**src/rtl/fcmp_vec_collect.sv**
```systemverilog
// fcmp_vec_collect
//   Sits behind the ctrl-less two-stage FP compare unit. It gathers NUM_THREAD
//   scalar compare results, lane 0 first, into one vector writeback beat. It
//   also merges the per-lane fflags, counting active lanes only. The
//   per-instruction ctrl tag bypasses the compare unit through a small FIFO
//   and is re-attached to the vector when that vector is emitted.
//
//   Ports
//     clk, rst_n            rising-edge clock, asynchronous active-low reset
//     ctrl_*_i / ctrl_ready_o
//                           tag push at issue time; ready means the FIFO is not full
//     elem_valid_i / elem_ready_o / elem_result_i / elem_fflags_i
//                           scalar results from the compare unit
//     out_valid_o / out_ready_i / out_result_o / out_fflags_o
//                           vector writeback beat, lane i at [i*XLEN +: XLEN]
//     out_regindex_o / out_warpid_o / out_vecmask_o / out_wvd_o / out_wxd_o
//                           tag at the FIFO head, zero when the FIFO is empty
`ifndef DEPTH_WARP
`define DEPTH_WARP 2
`endif

module fcmp_vec_collect #(
    parameter int NUM_THREAD = 4,
    parameter int XLEN       = 32,
    parameter int CTRL_DEPTH = 4
) (
    input  logic                       clk,
    input  logic                       rst_n,
    input  logic                       ctrl_valid_i,
    output logic                       ctrl_ready_o,
    input  logic [4:0]                 ctrl_regindex_i,
    input  logic [`DEPTH_WARP-1:0]     ctrl_warpid_i,
    input  logic [NUM_THREAD-1:0]      ctrl_vecmask_i,
    input  logic                       ctrl_wvd_i,
    input  logic                       ctrl_wxd_i,
    input  logic                       elem_valid_i,
    output logic                       elem_ready_o,
    input  logic [XLEN-1:0]            elem_result_i,
    input  logic [4:0]                 elem_fflags_i,
    output logic                       out_valid_o,
    input  logic                       out_ready_i,
    output logic [NUM_THREAD*XLEN-1:0] out_result_o,
    output logic [4:0]                 out_fflags_o,
    output logic [4:0]                 out_regindex_o,
    output logic [`DEPTH_WARP-1:0]     out_warpid_o,
    output logic [NUM_THREAD-1:0]      out_vecmask_o,
    output logic                       out_wvd_o,
    output logic                       out_wxd_o
);

    localparam int PTR_W = $clog2(CTRL_DEPTH);
    localparam int CNT_W = $clog2(NUM_THREAD);
    localparam int TAG_W = 5 + `DEPTH_WARP + NUM_THREAD + 2;
    localparam logic [CNT_W-1:0] LAST_LANE = CNT_W'(NUM_THREAD - 1);
    localparam logic [PTR_W:0]   FULL_CNT  = (PTR_W + 1)'(CTRL_DEPTH);

    typedef enum logic [1:0] {IDLE, COLLECT, DONE} state_t;

    state_t                    state_q, state_d;
    logic [CNT_W-1:0]          cnt_q, cnt_d;
    logic [NUM_THREAD*XLEN-1:0] buf_q, buf_d;
    logic [4:0]                acc_q, acc_d;
    logic [TAG_W-1:0]          tag_mem_q [CTRL_DEPTH];
    logic [TAG_W-1:0]          tag_mem_d [CTRL_DEPTH];
    logic [PTR_W-1:0]          wr_ptr_q, wr_ptr_d;
    logic [PTR_W-1:0]          rd_ptr_q, rd_ptr_d;
    logic [PTR_W:0]            count_q, count_d;

    logic                      fifo_empty;
    logic                      fifo_full;
    logic                      push;
    logic                      fire;
    logic [TAG_W-1:0]          tag_in;
    logic [TAG_W-1:0]          head_tag;
    logic [NUM_THREAD-1:0]     head_mask;
    logic                      lane_en;

    assign fifo_empty = (count_q == '0);
    assign fifo_full  = (count_q == FULL_CNT);
    assign push       = ctrl_valid_i && !fifo_full;
    assign fire       = (state_q == DONE) && out_ready_i;
    assign tag_in     = {ctrl_regindex_i, ctrl_warpid_i, ctrl_vecmask_i, ctrl_wvd_i, ctrl_wxd_i};
    assign head_tag   = tag_mem_q[rd_ptr_q];
    // The mask lives just above the wvd/wxd bits of the packed tag.
    assign head_mask  = head_tag[NUM_THREAD+1:2];
    assign lane_en    = head_mask[cnt_q];

    assign ctrl_ready_o = !fifo_full;
    assign elem_ready_o = (state_q == COLLECT);
    assign out_valid_o  = (state_q == DONE);
    // The buffer holds partial lanes while collecting; only expose it once complete.
    assign out_result_o = (state_q == DONE) ? buf_q : '0;
    assign out_fflags_o = (state_q == DONE) ? acc_q : '0;
    assign {out_regindex_o, out_warpid_o, out_vecmask_o, out_wvd_o, out_wxd_o} =
        fifo_empty ? '0 : head_tag;

    always_comb begin
        state_d   = state_q;
        cnt_d     = cnt_q;
        buf_d     = buf_q;
        acc_d     = acc_q;
        tag_mem_d = tag_mem_q;
        wr_ptr_d  = wr_ptr_q;
        rd_ptr_d  = rd_ptr_q;
        count_d   = count_q;

        if (push) begin
            tag_mem_d[wr_ptr_q] = tag_in;
            wr_ptr_d            = wr_ptr_q + 1'b1;
        end
        if (fire) begin
            rd_ptr_d = rd_ptr_q + 1'b1;
        end
        case ({push, fire})
            2'b10:   count_d = count_q + 1'b1;
            2'b01:   count_d = count_q - 1'b1;
            default: count_d = count_q;
        endcase

        case (state_q)
            IDLE: begin
                // A freshly pushed tag is only seen here through the registered count.
                if (!fifo_empty) begin
                    state_d = COLLECT;
                end
            end
            COLLECT: begin
                if (elem_valid_i) begin
                    // Masked-off lanes still consume a beat but contribute nothing.
                    buf_d[int'(cnt_q)*XLEN +: XLEN] = lane_en ? elem_result_i : '0;
                    acc_d = acc_q | (lane_en ? elem_fflags_i : 5'd0);
                    if (cnt_q == LAST_LANE) begin
                        cnt_d   = '0;
                        state_d = DONE;
                    end else begin
                        cnt_d = cnt_q + 1'b1;
                    end
                end
            end
            DONE: begin
                if (fire) begin
                    buf_d   = '0;
                    acc_d   = '0;
                    state_d = (count_d != '0) ? COLLECT : IDLE;
                end
            end
            default: state_d = IDLE;
        endcase
    end

    always_ff @(posedge clk or negedge rst_n) begin
        if (!rst_n) begin
            state_q   <= IDLE;
            cnt_q     <= '0;
            buf_q     <= '0;
            acc_q     <= '0;
            tag_mem_q <= '{default: '0};
            wr_ptr_q  <= '0;
            rd_ptr_q  <= '0;
            count_q   <= '0;
        end else begin
            state_q   <= state_d;
            cnt_q     <= cnt_d;
            buf_q     <= buf_d;
            acc_q     <= acc_d;
            tag_mem_q <= tag_mem_d;
            wr_ptr_q  <= wr_ptr_d;
            rd_ptr_q  <= rd_ptr_d;
            count_q   <= count_d;
        end
    end

endmodule
```
**config.mk**
```make
export PLATFORM = sky130hd
export DESIGN_NAME = fcmp_vec_collect
export DESIGN_NICKNAME = d
export VERILOG_FILES = /design/src/rtl/fcmp_vec_collect.sv
export SDC_FILE = /design/constraint.sdc
export NUM_CORES = 1
export LEC_CHECK = 0
export CELL_PAD_IN_SITES_DETAIL_PLACEMENT = 1
export CELL_PAD_IN_SITES_GLOBAL_PLACEMENT = 2
export CORE_UTILIZATION = 29
export DETAILED_ROUTE_END_ITERATION = 7
export PLACE_DENSITY_LB_ADDON = 0.08
export SYNTH_ARGS = -nofsm -noshare
export SYNTH_HDL_FRONTEND = slang
export SYNTH_SLANG_ARGS = --single-unit
```
**constraint.sdc**
```tcl
create_clock -name clk -period 2.15 [get_ports clk]
set_clock_uncertainty 0.05 [all_clocks]
set_input_delay 0.3225 -clock clk [delete_from_list [all_inputs] [get_ports clk]]
set_output_delay 0.3225 -clock clk [all_outputs]
set_load 0.005 [all_outputs]
```
Word level (Yosys, flattened, before mapping)
Index checks and enable logic that the tools add are counted.
{"block": "totals", "ff_bits": 196, "out_inout_bits": 149, "inputBits": 55}
{"block": "op_classes", "reduce_logical": 11, "n_shift": 2, "n_bitwise": 3, "muxes": 28, "order_cmp": 4, "n_eq_ne": 10, "n_addsub": 6}
{"op": "128-bit two-way mux", "n": 3}
{"op": "128-bit one-hot mux with 2 select lines", "n": 1}
{"op": "128-bit bitwise mux", "n": 1}
{"op": "32-bit by 33-bit variable shift with 128-bit output, first input constant", "n": 1}
{"op": "32-bit by 33-bit indexed part select with 128-bit output", "n": 1}
{"op": "52-bit bitwise mux", "n": 1}
{"op": "13-bit two-way mux", "n": 4}
{"op": "7-bit negation with 33-bit output", "n": 1}
{"op": "32-bit two-way mux", "n": 1}
{"op": "13-bit binary-select mux with 2-bit select", "n": 1}
{"op": "13-bit demux with 2-bit select", "n": 1}
{"op": "5-bit two-way mux", "n": 4}
{"op": "2-bit two-way mux", "n": 5}
{"op": "5-bit one-hot mux with 2 select lines", "n": 1}
{"op": "2-bit by 1-bit adder with 2-bit output, second input constant", "n": 3}
{"op": "2-bit == test, second input constant", "n": 3}
{"op": "3-bit greater-or-equal comparator, second input constant", "n": 2}
{"op": "2-bit NOT with 3-bit output", "n": 2}
{"op": "2-bit one-hot mux with 3 select lines", "n": 1}
{"op": "3-bit one-hot mux with 2 select lines", "n": 1}
{"op": "5-bit OR", "n": 1}
{"op": "2-bit by 1-bit == test with 1-bit output, second input constant", "n": 2}
{"op": "2-bit by 1-bit inequality test with 1-bit output, second input constant", "n": 2}
{"op": "2-bit inequality test, second input constant", "n": 2}
{"op": "other kinds (16)", "n": 19}

Depth between registers and ports, before layout
{"block": "logic_depth", "depth_word": 11, "mapped_depth": 12, "depth_no_buf": 12}

Least setup slack after synthesis
No wires, ideal clock.
{"block": "synth_timing", "path_type": "register -> register", "startpoint": "register state_q[0]", "endpoint": "register state_q[0]", "period_less_slack_ns": 2.276, "setup_slack_ns": -0.126, "path_stages_with_launch": 13, "arrival_time_ns": 2.162, "setup_ns": 0.065, "path_cell_list": "dfrtp_1 inv_1 nand2_1 inv_1 nand2_2 clkinv_1 ha_1 inv_1 fa_1 xor2_1 or3_1 a31oi_1 o22a_1"}
{"block": "synth_via", "elab_chain_len": 8, "elab_cells_between_ends": 16, "cone_classes": "eq/ne: 8; mux: 4; reduce/logical: 4"}
{"element": "start, declared", "line": "59", "rtl": "state_t state_q, state_d;"}
{"element": "start signal, assigned", "line": "162", "rtl": "state_q <= state_d;"}
{"element": "2-bit == test *", "line": "81", "rtl": "assign fire = (state_q == DONE) && out_ready_i;"}
{"element": "1-bit logical AND *", "line": "81"}
{"element": "named net fire", "line": "72", "rtl": "logic fire;"}
{"element": "2-bit by 1-bit == test with 1-bit output / 2-bit == test (equally long branches)", "line": "114", "rtl": "case ({push, fire})"}
{"element": "3-bit one-hot mux with 2 select lines", "line": "114"}
{"element": "3-bit nonzero test", "line": "144", "rtl": "state_d = (count_d != '0) ? COLLECT : IDLE;"}
{"element": "1-bit two-way mux", "line": "144"}
{"element": "2-bit two-way mux", "line": "141", "rtl": "if (fire) begin"}
{"element": "2-bit one-hot mux with 3 select lines", "line": "120", "rtl": "case (state_q)"}
Mark *: on every way through the listed nets, which the timed path passes. The rest lies on a longest branch. The select of a mux whose other input is x is not followed.
A chain may end at the register's enable or synchronous reset.

Worst setup path after layout
{"block": "layout_timing", "startpoint": "register rd_ptr_q[0]", "endpoint": "output port out_regindex_o[2]"}
{"block": "layout_via", "elab_chain_len": 5}
{"element": "start, declared", "line": "66", "rtl": "logic [PTR_W-1:0] rd_ptr_q, rd_ptr_d;"}
{"element": "start signal, assigned", "line": "168", "rtl": "rd_ptr_q <= rd_ptr_d;"}
{"element": "2-bit NOT with 3-bit output (implied by the code)", "line": "83", "rtl": "assign head_tag = tag_mem_q[rd_ptr_q];"}
{"element": "13-bit binary-select mux with 2-bit select", "line": "83"}
{"element": "13-bit two-way mux (implied by the code) (2 in a row)", "line": "83"}
{"element": "13-bit two-way mux", "line": "95", "rtl": "fifo_empty ? '0 : head_tag;"}
{"element": "end, declared", "line": "44", "rtl": "output logic [4:0] out_regindex_o,"}
Every way passes these cells. The select of a mux whose other input is x is not followed.

==> impl_metrics.prom <==
# TYPE chip_impl_metric gauge
chip_impl_metric{name="finalCoreUtilization",unit="%"} 46.00
chip_impl_metric{name="cts.reportedPaths.clkPinSlew",unit="ns"} 0.08
chip_impl_metric{name="final_design_area_no_fill",unit="um2"} 14590
chip_impl_metric{name="grt_max_degree",unit=""} 51
chip_impl_metric{name="setup_total_negative_slack",unit="ns"} -7.050
chip_impl_metric{name="critical_path_arrival",unit="ns"} 1.97
chip_impl_info{name="worstReg2RegStart",value="rd_ptr_q[0]"} 1
chip_impl_metric{name="drv_slew",unit=""} 0
chip_impl_metric{name="detail_route.vias_per_cell",unit=""} 5.001
chip_impl_metric{name="drt_first_iter_violations",unit=""} 489
chip_impl_metric{name="detail_route.wirelength",unit="mm"} 36.19
chip_impl_info{name="yosys.cell_count.top_type",value="sky130_fd_sc_hd__dfrtp_1"} 1
chip_impl_info{name="worstReg2RegEnd",value="buf_q[63]"} 1
chip_impl_metric{name="cts.sink_count",unit=""} 196
chip_impl_metric{name="row_count",unit=""} 65
chip_impl_metric{name="clockBufferDepth",unit=""} 2
chip_impl_metric{name="post_layout_nonfiller_instances",unit=""} 1581
chip_impl_metric{name="timing.slew.headroom",unit="%"} 58.40
chip_impl_info{name="synth_ff_type",value="sky130_fd_sc_hd__dfrtp_1"} 1
chip_impl_metric{name="gr-usage-met1",unit="%"} 27.29
chip_impl_metric{name="timing.reg2reg.worst_path_depth",unit=""} 8
chip_impl_metric{name="detailedPlace.worstSlack",unit="ns"} -0.2858
chip_impl_info{name="holdCritPathClass",value="input port to asynchronous set/reset pin"} 1
chip_impl_metric{name="met2_usage",unit="%"} 32.32
chip_impl_metric{name="initial_core_util",unit="%"} 29.68
chip_impl_metric{name="hpwl",unit="mm"} 20.89
chip_impl_metric{name="final_net_count",unit=""} 1230
chip_impl_metric{name="report.final.setup_viol",unit=""} 122
chip_impl_metric{name="cts-buffers-inserted",unit=""} 17
chip_impl_metric{name="final_min_period_over_clock_period",unit="%"} 109.0
chip_impl_metric{name="max_clock_freq",unit="GHz"} 0.4267
chip_impl_metric{name="area_growth_syn_to_layout",unit="%"} 55.00
chip_impl_metric{name="route.vias.total",unit=""} 7906
chip_impl_metric{name="global_route_wire_length_before_repair",unit="mm"} 49.79
chip_impl_info{name="cp-startpoint",value="rd_ptr_q[0]"} 1
chip_impl_metric{name="grt_util_all_layers",unit="%"} 19.63
chip_impl_metric{name="setup_ws",unit="ns"} -0.1938
chip_impl_info{name="clock-root-buffer",value="sky130_fd_sc_hd__clkbuf_16"} 1
chip_impl_metric{name="timing.final.crit_period",unit="ns"} 2.344
chip_impl_metric{name="placed_cell_area",unit="um2"} 12290
chip_impl_metric{name="syn_nets",unit=""} 938
chip_impl_metric{name="cts_max_level",unit=""} 4
chip_impl_metric{name="syn_inst",unit=""} 873
chip_impl_metric{name="syn-mean-instance-area",unit="um2"} 10.78
chip_impl_metric{name="total_leakage_power",unit="nW"} 6.514
chip_impl_metric{name="gr-usage-met3",unit="%"} 3.133
chip_impl_metric{name="worst_ep_required_time",unit="ns"} 1.78
chip_impl_info{name="endpoint_kind",value="output pin"} 1
chip_impl_metric{name="synth_sequential_area_ratio",unit="%"} 52.11
chip_impl_metric{name="firstDrtPassIters",unit=""} 5
chip_impl_metric{name="remaining_drc_errors",unit=""} 0
chip_impl_metric{name="hold_viol_final",unit=""} 0
chip_impl_metric{name="number_of_antenna_violations_at_the_first_check_in_global_routing",unit=""} 1
chip_impl_metric{name="die-width",unit="um"} 182.2
chip_impl_metric{name="power.density_cell_area",unit="nW/um2"} 1394
chip_impl_info{name="synth_top_cells_by_area",value="sky130_fd_sc_hd__dfrtp_1 52%, sky130_fd_sc_hd__and2_1 9.0%, sky130_fd_sc_hd__mux2_2 6.5%"} 1
chip_impl_info{name="failed_checks",value="setup timing"} 1
chip_impl_metric{name="ys_seq_elements",unit=""} 196
chip_impl_metric{name="finalPower",unit="mW"} 20.34
chip_impl_metric{name="max_cap_violations",unit=""} 0
chip_impl_metric{name="overflow",unit=""} 0
chip_impl_info{name="grt_busiest_layer",value="met2"} 1
chip_impl_metric{name="finalWeightedCongestion",unit=""} 0.7380
chip_impl_info{name="cts_tree",value="built"} 1
chip_impl_info{name="category_of_the_worst_setup_path_launch_point",value="flip-flop"} 1
chip_impl_metric{name="synth_edf_count",unit=""} 0
chip_impl_metric{name="chip_height",unit="um"} 182.2
chip_impl_metric{name="yosysWarnings",unit=""} 0
chip_impl_metric{name="number_of_library_cell_types_mapped_by_synthesis",unit=""} 46
chip_impl_metric{name="core-area",unit="um2"} 31720
chip_impl_info{name="ys_top_cells_by_count",value="196 x sky130_fd_sc_hd__dfrtp_1, 151 x sky130_fd_sc_hd__nand2_1, 135 x sky130_fd_sc_hd__and2_1"} 1
chip_impl_info{name="outcome",value="finished, violations left"} 1
chip_impl_metric{name="ys_async_sr_fraction",unit="%"} 100.0
chip_impl_metric{name="worstSkewPairLatency",unit="ns"} 0.44
chip_impl_info{name="critical_path_class",value="flip-flop to output pin"} 1
chip_impl_metric{name="post_route_cells_drive_above_1_share",unit="%"} 41.94
chip_impl_metric{name="boundary_pins",unit=""} 204
chip_impl_metric{name="hold_slack",unit="ns"} 0.3579
chip_impl_metric{name="avgRoutedWirePerCell",unit="um"} 22.89
chip_impl_info{name="yosysTopAreaCell",value="sky130_fd_sc_hd__dfrtp_1"} 1
chip_impl_metric{name="total_of_buffers_placed_on_input_and_output_ports",unit=""} 203
chip_impl_metric{name="place_inst",unit=""} 1456
chip_impl_info{name="crit_path_end",value="out_regindex_o[2]"} 1
chip_impl_info{name="setup_repair_after_global_routing_missed_its_margin",value="true"} 1
chip_impl_metric{name="worst-r2r-setup-slack",unit="ns"} -0.13
chip_impl_metric{name="ir_worst_vdd",unit="mV"} 0.7646
chip_impl_metric{name="tightest_slew",unit="ns"} 0.6226
chip_impl_metric{name="timing.critical_path.fanout_max",unit=""} 3
chip_impl_metric{name="grt_pass1_vias",unit=""} 8012
chip_impl_metric{name="ant_nets",unit=""} 0
chip_impl_metric{name="post-synth-top-area-fraction",unit="%"} 52.11
chip_impl_metric{name="design.die.area",unit="um2"} 33180
chip_impl_metric{name="synthesis.area",unit="um2"} 9413
[worst min path at each step]
stage                     cells past startpoint   endpoint  start  slack, ns
after CTS                                     2  buf_q[91]  rst_n       0.37
after floorplan                               0   acc_q[0]  rst_n      -0.02
after global placement                        1  buf_q[91]  rst_n       0.28
after global routing                          2  buf_q[91]  rst_n       0.39
after detailed placement                      1  buf_q[91]  rst_n       0.28
final                                         2  buf_q[91]  rst_n       0.36
[kinds of logic after synthesis]
kind of cell	count (synthesis)	share of synthesized area [%]
AND/OR/NAND/NOR	350	18.85
flip-flops	196	52.11
AO/OA/AOI/OAI	156	12.32
buffers and inverters	84	4.745
multiplexers	72	10.10
adder cells (fa/ha/maj)	10	1.409
XOR/XNOR	5	0.4652
[placed cells by master (no fill, tap or decap), types with 25 or more instances in the layout]
master | netlist | final
sky130_fd_sc_hd__buf_4 | 4 | 47
sky130_fd_sc_hd__o31ai_2 | 0 | 47
sky130_fd_sc_hd__clkdlybuf4s15_1 | 0 | 45
sky130_fd_sc_hd__a32o_1 | 32 | 32
sky130_fd_sc_hd__nand2_1 | 151 | 148
sky130_fd_sc_hd__buf_12 | 0 | 28
sky130_fd_sc_hd__clkbuf_16 | 0 | 35
sky130_fd_sc_hd__nand3_1 | 32 | 29
sky130_fd_sc_hd__buf_6 | 13 | 45
sky130_fd_sc_hd__mux2_2 | 54 | 54
sky130_fd_sc_hd__and2_4 | 0 | 48
sky130_fd_sc_hd__clkbuf_2 | 2 | 56
sky130_fd_sc_hd__dfrtp_1 | 196 | 193
sky130_fd_sc_hd__clkdlybuf4s50_1 | 0 | 54
sky130_fd_sc_hd__and2_1 | 135 | 87
sky130_fd_sc_hd__buf_2 | 13 | 25
[flip-flops by register name, summed over array words and instances (netlist names)]
name	count
wr_ptr_q	2
count_q	3
rd_ptr_q	2
acc_q	5
buf_q	128
tag_mem_q	52
state_q	2
cnt_q	2
[cell type report]
class | instances | area (um2)
sequential | 196 | 4908
clock buffer | 19 | 432.9
clock inverter | 13 | 157.7
tap | 402 | 503.0
multi-input combinational | 598 | 4893
antenna | 1 | 2.502
fill | 3389 | 17130
timing repair buffer | 340 | 3637
inverter | 12 | 55.05
[report_power, final]
| part | switching, mW | internal [mW] | total (mW) | leakage (nW) |
|---|---|---|---|---|
| Clock | 1.67 | 1.67 | 3.34 | 0.289 |
| Combinational | 5.59 | 5.52 | 11.1 | 3.66 |
| Sequential | 0.858 | 5.04 | 5.90 | 2.56 |
[worst max-delay path, cell delays in order (launching register included)]
cell	delay, ns
sky130_fd_sc_hd__dfrtp_2	0.44
sky130_fd_sc_hd__clkbuf_16	0.17
sky130_fd_sc_hd__buf_12	0.10
sky130_fd_sc_hd__buf_6	0.09
sky130_fd_sc_hd__mux4_2	0.48
sky130_fd_sc_hd__nor2b_1	0.14
sky130_fd_sc_hd__buf_2	0.12
[what timing repair did]
item,CTS,global route
pin swaps,38,24
cloned,10,32
gates resized for setup,384,319
hold endpoints to repair,43,0
setup endpoints to repair,149,273
buffers inserted,32,27
hold buffers,1,0
[routing by layer]
metal	part of all wire (%)	routed length, um	vias up
li1	-	-	3614
met1	46	16510	4111
met2	51	18360	166
met3	3.0	1092	15
met4	0.64	230	0
met5	0	0	-
Note: power is estimated with default switching activity, not from simulation.
